$ cat src/rtl/instr_sequencer_if.sv
//------------------------------------------------------------------------------
// instr_sequencer_if : sequencer <-> ROM/LUT/datapath signal bundle
// Rev 1.0
//------------------------------------------------------------------------------
`default_nettype none

interface instr_sequencer_if #(
    parameter int PC_W  = 10,
    parameter int CNT_W = 16
);
    logic             Start;
    logic [8:0]       Mach_code;
    logic [PC_W-1:0]  Jump_tgt;
    logic             Zero;
    logic             Mem_ack;
    logic [PC_W-1:0]  Prog_ctr;
    logic [8:0]       Instr;
    logic             Alu_en;
    logic             Mem_req;
    logic             Mem_we;
    logic             Reg_we;
    logic             Done;
    logic             Fault;
    logic [CNT_W-1:0] Cycle_cnt;

    modport master (
        input  Start, Mach_code, Jump_tgt, Zero, Mem_ack,
        output Prog_ctr, Instr, Alu_en, Mem_req, Mem_we, Reg_we, Done, Fault, Cycle_cnt
    );

    modport slave (
        output Start, Mach_code, Jump_tgt, Zero, Mem_ack,
        input  Prog_ctr, Instr, Alu_en, Mem_req, Mem_we, Reg_we, Done, Fault, Cycle_cnt
    );
endinterface

`default_nettype wire

$ cat src/rtl/instr_sequencer.sv
//------------------------------------------------------------------------------
// instr_sequencer : multi-cycle fetch/decode/execute sequencer for the 9-bit core
// Rev 1.0
//------------------------------------------------------------------------------
`default_nettype none

module instr_sequencer #(
    parameter int PC_W        = 10,
    parameter int MEM_TIMEOUT = 15,
    parameter int CNT_W       = 16
) (
    input  wire logic          Clk,
    input  wire logic          Reset_n,
    instr_sequencer_if.master  bus
);
    typedef enum logic [2:0] {
        S_IDLE   = 3'd0,
        S_FETCH  = 3'd1,
        S_DECODE = 3'd2,
        S_EXEC   = 3'd3,
        S_MEM    = 3'd4,
        S_WB     = 3'd5,
        S_HALT   = 3'd6,
        S_FAULT  = 3'd7
    } state_t;

    localparam logic [7:0] c_TIMEOUT = 8'(MEM_TIMEOUT);

    state_t           r_state;
    logic [PC_W-1:0]  r_pc;
    logic [8:0]       r_ir;
    logic [CNT_W-1:0] r_cnt;
    logic [7:0]       r_tcnt;

    logic             w_halt, w_load, w_alu, w_nop, w_store, w_branch;
    logic [PC_W-1:0]  w_pc_inc;
    logic [7:0]       w_tcnt_inc;
    logic             w_counting;

    // Class decode is priority ordered: 9'h1FF would otherwise look like a load.
    assign w_halt   = (r_ir == 9'h1FF);
    assign w_load   = !w_halt && (r_ir[7:6] == 2'b11);
    assign w_alu    = (r_ir[7:6] == 2'b01);
    assign w_nop    = (r_ir[7:6] == 2'b10);
    assign w_store  = (r_ir[8:6] == 3'b000);
    assign w_branch = (r_ir[8:6] == 3'b100);

    assign w_pc_inc   = r_pc + {{(PC_W-1){1'b0}}, 1'b1};
    assign w_tcnt_inc = r_tcnt + 8'd1;
    assign w_counting = (r_state == S_FETCH) || (r_state == S_DECODE) ||
                        (r_state == S_EXEC)  || (r_state == S_MEM)    ||
                        (r_state == S_WB);

    always_ff @(posedge Clk or negedge Reset_n) begin
        if (!Reset_n) begin
            r_state <= S_IDLE;
            r_pc    <= '0;
            r_ir    <= '0;
            r_cnt   <= '0;
            r_tcnt  <= '0;
        end else begin
            if (w_counting && (r_cnt != '1)) begin
                r_cnt <= r_cnt + {{(CNT_W-1){1'b0}}, 1'b1};
            end
            case (r_state)
                S_IDLE, S_HALT: begin
                    if (bus.Start) begin
                        r_pc    <= '0;
                        r_cnt   <= '0;
                        r_state <= S_FETCH;
                    end
                end
                S_FETCH: begin
                    r_ir    <= bus.Mach_code;
                    r_state <= S_DECODE;
                end
                S_DECODE: begin
                    r_state <= w_halt ? S_HALT : S_EXEC;
                end
                S_EXEC: begin
                    if (w_branch) begin
                        r_pc    <= bus.Zero ? bus.Jump_tgt : w_pc_inc;
                        r_state <= S_FETCH;
                    end else if (w_nop) begin
                        r_pc    <= w_pc_inc;
                        r_state <= S_FETCH;
                    end else if (w_alu) begin
                        r_state <= S_WB;
                    end else begin
                        r_tcnt  <= '0;
                        r_state <= S_MEM;
                    end
                end
                S_MEM: begin
                    // An ack arriving on the final timeout cycle still completes normally.
                    if (bus.Mem_ack) begin
                        if (w_load) begin
                            r_state <= S_WB;
                        end else begin
                            r_pc    <= w_pc_inc;
                            r_state <= S_FETCH;
                        end
                    end else if (w_tcnt_inc == c_TIMEOUT) begin
                        r_tcnt  <= w_tcnt_inc;
                        r_state <= S_FAULT;
                    end else begin
                        r_tcnt  <= w_tcnt_inc;
                    end
                end
                S_WB: begin
                    r_pc    <= w_pc_inc;
                    r_state <= S_FETCH;
                end
                S_FAULT: begin
                    r_state <= S_FAULT;
                end
                default: begin
                    r_state <= S_IDLE;
                end
            endcase
        end
    end

    // Strobes decode straight from the state register so reset removes them immediately.
    assign bus.Prog_ctr  = r_pc;
    assign bus.Instr     = r_ir;
    assign bus.Cycle_cnt = r_cnt;
    assign bus.Alu_en    = (r_state == S_EXEC);
    assign bus.Mem_req   = (r_state == S_MEM);
    assign bus.Mem_we    = (r_state == S_MEM) && w_store;
    assign bus.Reg_we    = (r_state == S_WB);
    assign bus.Done      = (r_state == S_HALT);
    assign bus.Fault     = (r_state == S_FAULT);

endmodule

`default_nettype wire
$ cat src/flat_wrapper.sv
// flat-port wrapper written by rule: the top's interface ports become plain ports
module instr_sequencer_flat 
#(
    parameter int PC_W        = 10,
    parameter int MEM_TIMEOUT = 15,
    parameter int CNT_W       = 16
)
  (Clk, Reset_n, bus_Start, bus_Mach_code, bus_Jump_tgt, bus_Zero, bus_Mem_ack, bus_Prog_ctr, bus_Instr, bus_Alu_en, bus_Mem_req, bus_Mem_we, bus_Reg_we, bus_Done, bus_Fault, bus_Cycle_cnt);
  instr_sequencer_if #(.PC_W(PC_W), .CNT_W(CNT_W)) bus_i ();
  input  wire logic Clk;
  input  wire logic Reset_n;
  input wire logic [$bits(bus_i.Start)-1:0] bus_Start;
  input wire logic [$bits(bus_i.Mach_code)-1:0] bus_Mach_code;
  input wire logic [$bits(bus_i.Jump_tgt)-1:0] bus_Jump_tgt;
  input wire logic [$bits(bus_i.Zero)-1:0] bus_Zero;
  input wire logic [$bits(bus_i.Mem_ack)-1:0] bus_Mem_ack;
  output wire logic [$bits(bus_i.Prog_ctr)-1:0] bus_Prog_ctr;
  output wire logic [$bits(bus_i.Instr)-1:0] bus_Instr;
  output wire logic [$bits(bus_i.Alu_en)-1:0] bus_Alu_en;
  output wire logic [$bits(bus_i.Mem_req)-1:0] bus_Mem_req;
  output wire logic [$bits(bus_i.Mem_we)-1:0] bus_Mem_we;
  output wire logic [$bits(bus_i.Reg_we)-1:0] bus_Reg_we;
  output wire logic [$bits(bus_i.Done)-1:0] bus_Done;
  output wire logic [$bits(bus_i.Fault)-1:0] bus_Fault;
  output wire logic [$bits(bus_i.Cycle_cnt)-1:0] bus_Cycle_cnt;
  assign bus_i.Start = bus_Start;
  assign bus_i.Mach_code = bus_Mach_code;
  assign bus_i.Jump_tgt = bus_Jump_tgt;
  assign bus_i.Zero = bus_Zero;
  assign bus_i.Mem_ack = bus_Mem_ack;
  assign bus_Prog_ctr = bus_i.Prog_ctr;
  assign bus_Instr = bus_i.Instr;
  assign bus_Alu_en = bus_i.Alu_en;
  assign bus_Mem_req = bus_i.Mem_req;
  assign bus_Mem_we = bus_i.Mem_we;
  assign bus_Reg_we = bus_i.Reg_we;
  assign bus_Done = bus_i.Done;
  assign bus_Fault = bus_i.Fault;
  assign bus_Cycle_cnt = bus_i.Cycle_cnt;
  instr_sequencer #(.PC_W(PC_W), .MEM_TIMEOUT(MEM_TIMEOUT), .CNT_W(CNT_W)) u_core (.Clk(Clk), .Reset_n(Reset_n), .bus(bus_i));
endmodule
$ cat config.mk
export PLATFORM = sky130hd
export DESIGN_NAME = instr_sequencer_flat
export DESIGN_NICKNAME = d
export VERILOG_FILES = /design/src/rtl/instr_sequencer_if.sv /design/src/rtl/instr_sequencer.sv /design/src/flat_wrapper.sv
export SDC_FILE = /design/constraint.sdc
export NUM_CORES = 1
export LEC_CHECK = 0
export ABC_AREA = 1
export BUFFER_PORTS_ARGS = -buffer_cell sky130_fd_sc_hd__clkbuf_2
export CAP_MARGIN = 15
export CORE_ASPECT_RATIO = 0.8
export CORE_MARGIN = 2
export CORE_UTILIZATION = 45
export DETAILED_ROUTE_END_ITERATION = 6
export PLACE_DENSITY = 0.77
export SETUP_SLACK_MARGIN = 0.15
export SLEW_MARGIN = 40
export SYNTH_ARGS = -nofsm -noshare
export SYNTH_HDL_FRONTEND = slang
export SYNTH_SLANG_ARGS = --single-unit
$ cat constraint.sdc
create_clock -name Clk -period 2.6 [get_ports Clk]
set_input_delay 0.13 -clock Clk [delete_from_list [all_inputs] [get_ports Clk]]
set_output_delay 0.13 -clock Clk [all_outputs]
set_load 0.01 [all_outputs]
Word-level counts from Yosys, hierarchy flattened. Cells that the tools add are included.

Register bits after elaboration: 46. Bits of input ports: 24. Output and inout port bits: 41.

Add/sub/neg operators: 3. Equal/unequal tests: 23. Mux-type cells: 24. Reduce and logical (&&, ||, !) cells: 16.

Operators by type and width (number): 10-bit two-way mux (6); 16-bit two-way mux (3); 10-bit one-hot mux with 4 select lines (1); 8-bit two-way mux (4); 3-bit two-way mux (7); 3-bit one-hot mux with 7 select lines (1); 16-bit by 1-bit adder with 16-bit output, second input constant (1); 16-bit != test, second input constant (1); 8-bit one-hot mux with 2 select lines (1); 3-bit equality test, second input constant (5); 2-bit != test, second input constant (7); 10-bit by 1-bit adder with 10-bit output, second input constant (1); 5-bit AND reduction (2); 9-bit equality test, second input constant (1); 8-bit by 1-bit adder with 8-bit output, second input constant (1); 8-bit by 4-bit equality test with 1-bit output, second input constant (1); 3-bit by 2-bit equality test with 1-bit output, second input constant (2); 3-bit logical NOT (2); 2-bit equality test, second input constant (2); 1-bit logical OR (4); 4-bit nonzero test (1); 3-bit by 1-bit equality test with 1-bit output, second input constant (1); 1-bit logical AND (3); 3-bit by 1-bit != test with 1-bit output, second input constant (1); 7 further kinds (7).

Longest topological paths before layout. Gate-level depths: netlist (run 1).

Depth after elaboration: 9. Gate-level depth with buffers: 13.

Worst setup path before layout (run 1). No wires, ideal clock.

Kind: reg-to-reg. Start: register u_core.r_ir[6] (netlist: u_core.bus.Instr[6]). End: register u_core.r_pc[3] (netlist: u_core.bus.Prog_ctr[3]). Arrival: 1.582 ns. Slack: 0.890 ns. Cell stages (with the launch flop): 10. Buffers on the path: 0. Clock period less this slack: 1.710 ns. Cells stage by stage: dfrtp_1 inv_1 ha_1 nand2_1 inv_1 nand2_1 a21oi_1 a31oi_1 o21ai_1 o21ai_0.

Cells in the longest elaborated chain, start to end: 5. Elaborated cells on any way between the ends: 11. Those cells by class: eq/ne (6); mux (2); reduce/logical (3).

RTL lines: start, declared (RTL line instr_sequencer.sv:31) `logic [8:0] r_ir;`; start signal, assigned (RTL line instr_sequencer.sv:74) `r_ir <= bus.Mach_code;`; 9-bit equality test (RTL line instr_sequencer.sv:41) `assign w_halt = (r_ir == 9'h1FF);`; 1-bit logical NOT (RTL line instr_sequencer.sv:42) `assign w_load = !w_halt && (r_ir[7:6] == 2'b11);`; 1-bit logical AND (RTL line instr_sequencer.sv:42); 2-bit != test (no line); 5-bit AND reduction (no line); end signal, assigned (RTL line instr_sequencer.sv:82) `r_pc <= bus.Zero ? bus.Jump_tgt : w_pc_inc;`; end signal, assigned (RTL line instr_sequencer.sv:85) `r_pc <= w_pc_inc;`; end signal, assigned (RTL line instr_sequencer.sv:100) `r_pc <= w_pc_inc;`; end, declared (RTL line instr_sequencer.sv:30) `logic [PC_W-1:0] r_pc;`.

Parallel ways exist; a longest one is shown, timed or not. A chain may end at the register's enable or synchronous reset.

Worst setup path after layout (run 1).
Start: register u_core.r_ir[7] (netlist: u_core.bus.Instr[7]). End: register u_core.r_pc[3] (netlist: u_core.bus.Prog_ctr[3]).

Same word-level chain as after synthesis.

==> flow_summary.toml, run 1 <==
[clock_tree]
cts_max_level = 2
cts_tree = "built"
cts_root_buf = "clkbuf_8"
cts_buffer_depth = 2
cts_setup_buffers = 0
path_clk_slew_ps = 80
cts.sinks = 46
clock_latency_ps = 290
post_cts_resized = 0
numCtsBuffers = 5

[sta]
clock_skew_ps = 6.43
setup_violations = 0
maxSlewViolCount = 0
slew_headroom = 0.611
min_period_over_period = 0.791
hold_violations = 0
rsz0062_at_grt = "no"
setup_tns_ps = 0
worst_pin_slew_ps = 583
fmax_mhz = 486
period_needed_ps = 2060

[critical_path]
crit_arrival_ps = 2230
critical_path_class = "flop to flop"
endpoint_kind = "flop"
cp.required_ps = 2780
cpLargestDelayFamily = "compound AO/OA/AOI/OAI gates"
r2r_slack_ps = 540
start_kind = "flop"
cpPeakStageDelay_ps = 500
crit_fanout = 10
path_buf_inv = 2
path_cells = "inv_1 > ha_1 > nand2_1 > inv_1 > nand2_1 > a21oi_1 > nor3_1 > a21oi_1 > o21ai_0"
cp_slowest_cell = "a21oi_1"

[route]
wl_met2_um = 3160
dr_total_vias = 2812
met3WireLength_um = 397
highest_layer = "met4"
wire_per_inst_um = 12.6
met1Wirelength_um = 3320
via_per_inst = 5.11
dr.pass1.iters = 4
drt-initial-drc-count = 191
wirelength_um = 6950
ant_nets = 0
drc = 0

[global_routing]
grt_max_degree = 47
grt-ovfl-total = 0
grt_pass1_vias = 2581
antenna_found_initial = 0
grt_pass1_wl_um = 11800
track_usage = 0.201

[run]
cap_violations = 0

[layout]
instances_no_fill = 550
fillCellCount = 619
drive_above_1_share = 0.227
syn_to_final_growth_pct = 16.6
nets = 498
diodes = 0

[synth]
ys_ff_latch = 46
avgSynthCellArea_um2 = 7.37
synthArstFlopShare = 1.00
synth-edff-count = 0
yosysWarnings = 0
syn_inst = 398
yosysSeqAreaShare = 0.392
synth.cell_area_um2 = 2930
ys.flop_type = "dfrtp_1"
synth_cell_types = 36
syn_nets = 430

[hold_path]
hp-class = "input pin to flop"

[power_and_ir_drop]
powerDensity_nw_per_um2 = 365
ir_drop_mv = 0.293
p_leak_uw = 0.00177

[floorplanning]
initial_utilization = 0.462
num_rows = 26
pin_count = 65
coreArea_um2 = 6340
die-height_um = 76.2
die_area_um2 = 7180
die_x_um = 94.3

[placement]
globalplace.congestion = 0.900
dp_hpwl_um = 5330
port_buffers = 64
dp_cells = 542

[outcome]
status = "complete, no violations"
worst reg2reg max path, cell delays in order, from the launching register on:
cell and delay [ps]:
dfrtp_1 420, inv_1 130, ha_1 190, nand2_1 60, inv_1 100, nand2_1 200
a21oi_1 500, nor3_1 130, a21oi_1 130, o21ai_0 80
per-stage QoR:
stage | utilization | power, uW | area [um2] | worst slack [ps] | hold slack, ps
after floorplan | - | 789 | 2930 | 890 | -166
after global placement | 0.526 | 842 | 3330 | 775 | 266
after CTS | 0.539 | 1270 | 3420 | 598 | 52.9
after detailed placement | 0.526 | 845 | 3330 | 618 | 269
after global routing | 0.539 | 1300 | 3420 | 390 | 65.2
final | 0.539 | 1250 | 3420 | 544 | 64.1
path summary, 6_finish.rpt:
| path | startpoint | cells past startpoint | to |
|---|---|---|---|
| min in group asynchronous | Reset_n | 3 | u_core.r_tcnt[4]$_DFFE_PN0P_ |
| max | u_core.bus.Instr[7]$_DFFE_PN0P_ | 9 | u_core.bus.Prog_ctr[3]$_DFFE_PN0P_ |
| max in group asynchronous | Reset_n | 3 | u_core.r_state[0]$_DFFE_PN0P_ |
| max reg2reg | u_core.bus.Instr[7]$_DFFE_PN0P_ | 9 | u_core.bus.Prog_ctr[3]$_DFFE_PN0P_ |
| min reg2reg | u_core.bus.Instr[4]$_DFFE_PN0P_ | 1 | u_core.bus.Instr[4]$_DFFE_PN0P_ |
| min | bus_Mach_code[4] | 2 | u_core.bus.Instr[4]$_DFFE_PN0P_ |
per-layer routing:
metal  up-vias  GRT usage
li1       1441          -
met1      1289      0.288
met2        75      0.310
met3         7     0.0415
met4         0     0.0536
met5         -          0
sequential cells by signal, indices dropped and copies added (netlist names):
name	cells
u_core.bus.Cycle_cnt	16
u_core.r_tcnt	8
u_core.bus.Prog_ctr	10
u_core.bus.Instr	9
u_core.r_state	3
cell usage in the layout (no fill, tap or decap), types with 5 or more instances in the layout:
| cell | instances |
|---|---|
| a22oi_1 | 5 |
| nor2_1 | 38 |
| mux2_2 | 6 |
| o21ai_1 | 6 |
| inv_2 | 7 |
| nand4_1 | 10 |
| a21oi_1 | 15 |
| clkbuf_2 | 64 |
| o21ai_0 | 19 |
| dfrtp_1 | 46 |
| clkbuf_8 | 5 |
| nand2_1 | 114 |
| ha_1 | 8 |
| inv_1 | 39 |
| nand3_1 | 30 |
| nor3_1 | 7 |
cell type report:
class | instances | area (um2) | share of cell area
Clock buffer | 7 | 76.3 | 0.0223
Inverter | 48 | 183 | 0.0534
Multi-Input combinational cell | 299 | 1570 | 0.458
Sequential cell | 46 | 1150 | 0.337
Tap cell | 84 | 105 | 0.0307
Timing Repair Buffer | 66 | 338 | 0.0988
synth_stat cells, types with 2 or more instances:
master,n,area [um2]
xnor2_1,3,26.3
inv_2,7,26.3
a21oi_1,15,75.1
a31oi_1,2,12.5
inv_1,39,146
buf_2,4,20.0
nor2_4,2,22.5
ha_1,8,100
o21ai_2,4,35.0
o21ai_0,19,95.1
o21ai_1,6,30.0
nand3_1,30,150
nand4_1,10,62.6
o22ai_1,4,25.0
nand2_2,4,25.0
nor3b_1,2,15.0
nand2_4,4,45.0
nor2_2,4,25.0
nand2_1,114,428
a22oi_1,5,37.5
nor3_1,7,35.0
dfrtp_1,46,1150
nor2_1,38,143
xor2_1,4,35.0
mux2_2,6,67.6
cells by family (layout without fill, tap and decap cells):
family	Yosys count	in the layout	synth area share
xor+xnor	7	7	0.0209
simple gates	220	220	0.341
flops	46	46	0.392
compound gates	58	58	0.115
buf+inv	53	121	0.0730
mux	6	6	0.0230
fa+ha+maj	8	8	0.0341
repair_timing:
item / 4_1_cts / 5_1_grt
endpoints found under the setup margin: 0 / 0
endpoints found under the hold margin: 46 / 0
hold buffers: 1 / 0
where the power goes:
group / internal (uW) / switching, uW / total, uW
clock: 186 / 232 / 418
combinational: 36.6 / 51.5 / 88.1
sequential: 728 / 14.0 / 742
Note: power is estimated with default switching activity, not from simulation.
==> run 2, diff against run 1 <==
==> constraint.sdc (replaced) <==
create_clock -name Clk -period 1.9 [get_ports Clk]
set_input_delay 0.095 -clock Clk [delete_from_list [all_inputs] [get_ports Clk]]
set_output_delay 0.095 -clock Clk [all_outputs]
set_load 0.01 [all_outputs]
==> flow_summary.toml, run 2 (synthesized netlist as in run 1, its figures left out) <==
[layout]
syn_to_final_growth_pct = 25.9
drive_above_1_share = 0.303
stdcell_area_um2 = 3690
mostFrequentLayoutCells = "112 x nand2_1, 64 x clkbuf_2, 39 x dfrtp_1"
layout_commonest_cell = "nand2_1"
diodes = 0
largest_reg_flops = 16
nets = 516

[clock_tree]
cts.sinks = 46
cts_tree = "built"
cts_root_buf = "clkbuf_8"
path_clk_slew_ps = 90
cts_buffer_depth = 2
cts_max_level = 2
numCtsBuffers = 5
clock_latency_ps = 300

[floorplanning]
num_rows = 26
die_area_um2 = 7180
pin_count = 65
die-height_um = 76.2
initial_utilization = 0.462
die_x_um = 94.3
coreArea_um2 = 6340

[global_routing]
antenna_found_initial = 0
grt_max_degree = 47
grt_pass1_vias = 2626
grt-ovfl-total = 0
track_usage = 0.206
grt_pass1_wl_um = 12100

[critical_path]
r2r_slack_ps = 230
start_kind = "flop"
endpoint_kind = "flop"
cp_slowest_cell = "dfrtp_2"
cpPeakStageDelay_ps = 490
path_buf_inv = 1
crit_fanout = 20
critical_path_class = "flop to flop"
r2r_start = "u_core.r_state[0]$_DFFE_PN0P_"
cp.required_ps = 2070
crit_arrival_ps = 1840
startpoint = "u_core.r_state[0]$_DFFE_PN0P_"
cpLargestDelayFamily = "compound AO/OA/AOI/OAI gates"
path_cells = "o21ai_0 > nand2_1 > nand2_2 > inv_2 > o21ai_1 > a21oi_1"

[route]
via_per_inst = 5.22
drt-initial-drc-count = 204
wire_per_inst_um = 13.3
dr.pass1.iters = 5
dr_total_vias = 2969
wirelength_um = 7570
ant_nets = 0
drc = 0

[sta]
clock_skew_ps = 8.37
fmax_mhz = 599
slew_headroom = 0.608
setup_violations = 0
rsz0062_at_grt = "yes"
setup_tns_ps = 0
hold_violations = 0
min_period_over_period = 0.878
worst_pin_slew_ps = 588
maxSlewViolCount = 0
period_needed_ps = 1670

[power_and_ir_drop]
powerDensity_nw_per_um2 = 511
p_leak_uw = 0.00186
ir_drop_mv = 0.514

[placement]
globalplace.congestion = 0.946
port_buffers = 64
dp_hpwl_um = 5480
place_area_um2 = 3390

[hold_path]
hp-class = "input pin to flop"
hold_path.startpoint = "bus_Mach_code[4]"

[run]
cap_violations = 0

[outcome]
status = "complete, no violations"
-- run 2: worst reg2reg max path: cells and delay by family, from the launching register on --
kind,cells,cell delay [ps]
flops,1,490
compound gates,3,620
buf+inv,1,150
simple gates,2,290
-- run 2: power breakdown --
part	switching (uW)	internal (uW)	leakage (uW)
sequential	22.8	997	0.000540
clock	337	393	0.0000514
combinational	76.7	60.0	0.00127
total	436	1450	0.00186
-- run 2: final timing paths --
path / endpoint / depth (start not counted)
worst min register to register: u_core.bus.Cycle_cnt[0]$_DFF_PN0_ / 1
worst max register to register: u_core.bus.Cycle_cnt[0]$_DFF_PN0_ / 6
min in group asynchronous: u_core.bus.Instr[1]$_DFFE_PN0P_ / 3
worst min-delay path: u_core.bus.Instr[4]$_DFFE_PN0P_ / 2
worst max-delay path: u_core.bus.Cycle_cnt[0]$_DFF_PN0_ / 6
max in group asynchronous: u_core.r_state[0]$_DFFE_PN0P_ / 3
-- run 2: per-layer routing --
layer | up-vias | global-route usage | routed length [um]
li1 | 1478 | - | -
met1 | 1366 | 0.304 | 3510
met2 | 108 | 0.306 | 3420
met3 | 17 | 0.0396 | 494
met4 | 0 | 0.0638 | 150
met5 | - | 0 | 0
-- run 2: what timing repair did --
item / 4_1_cts / 5_1_grt
resized for setup: 1 / 33
endpoints found under the setup margin: 4 / 34
hold buffers: 1 / 0
cloned: 0 / 2
pin swaps: 0 / 8
hold endpoints to repair: 46 / 0
setup buffers: 0 / 9
-- run 2: final cells by class --
class	instances	area (um2)
tap	84	105
inverter	48	198
sequential	46	1160
multi-input combinational	300	1650
timing repair buffer	82	458
timing repair inverter	1	8.76
clock inverter	2	37.5
clock buffer	6	72.6
fill	578	2650
-- run 2: metrics by stage --
stage / util / setup WS (ps) / std cells / total power, uW / hold slack [ps]
6_report: 0.582 / 231 / 569 / 1890 / 21.8
2_1_floorplan: - / 190 / 398 / 1080 / -201
3_5_place_dp: 0.534 / 153 / 549 / 1160 / 233
5_1_grt: 0.582 / 119 / 569 / 1980 / 21.8
3_3_place_gp: 0.534 / 185 / 549 / 1150 / 226
4_1_cts: 0.553 / 148 / 558 / 1890 / 12.1
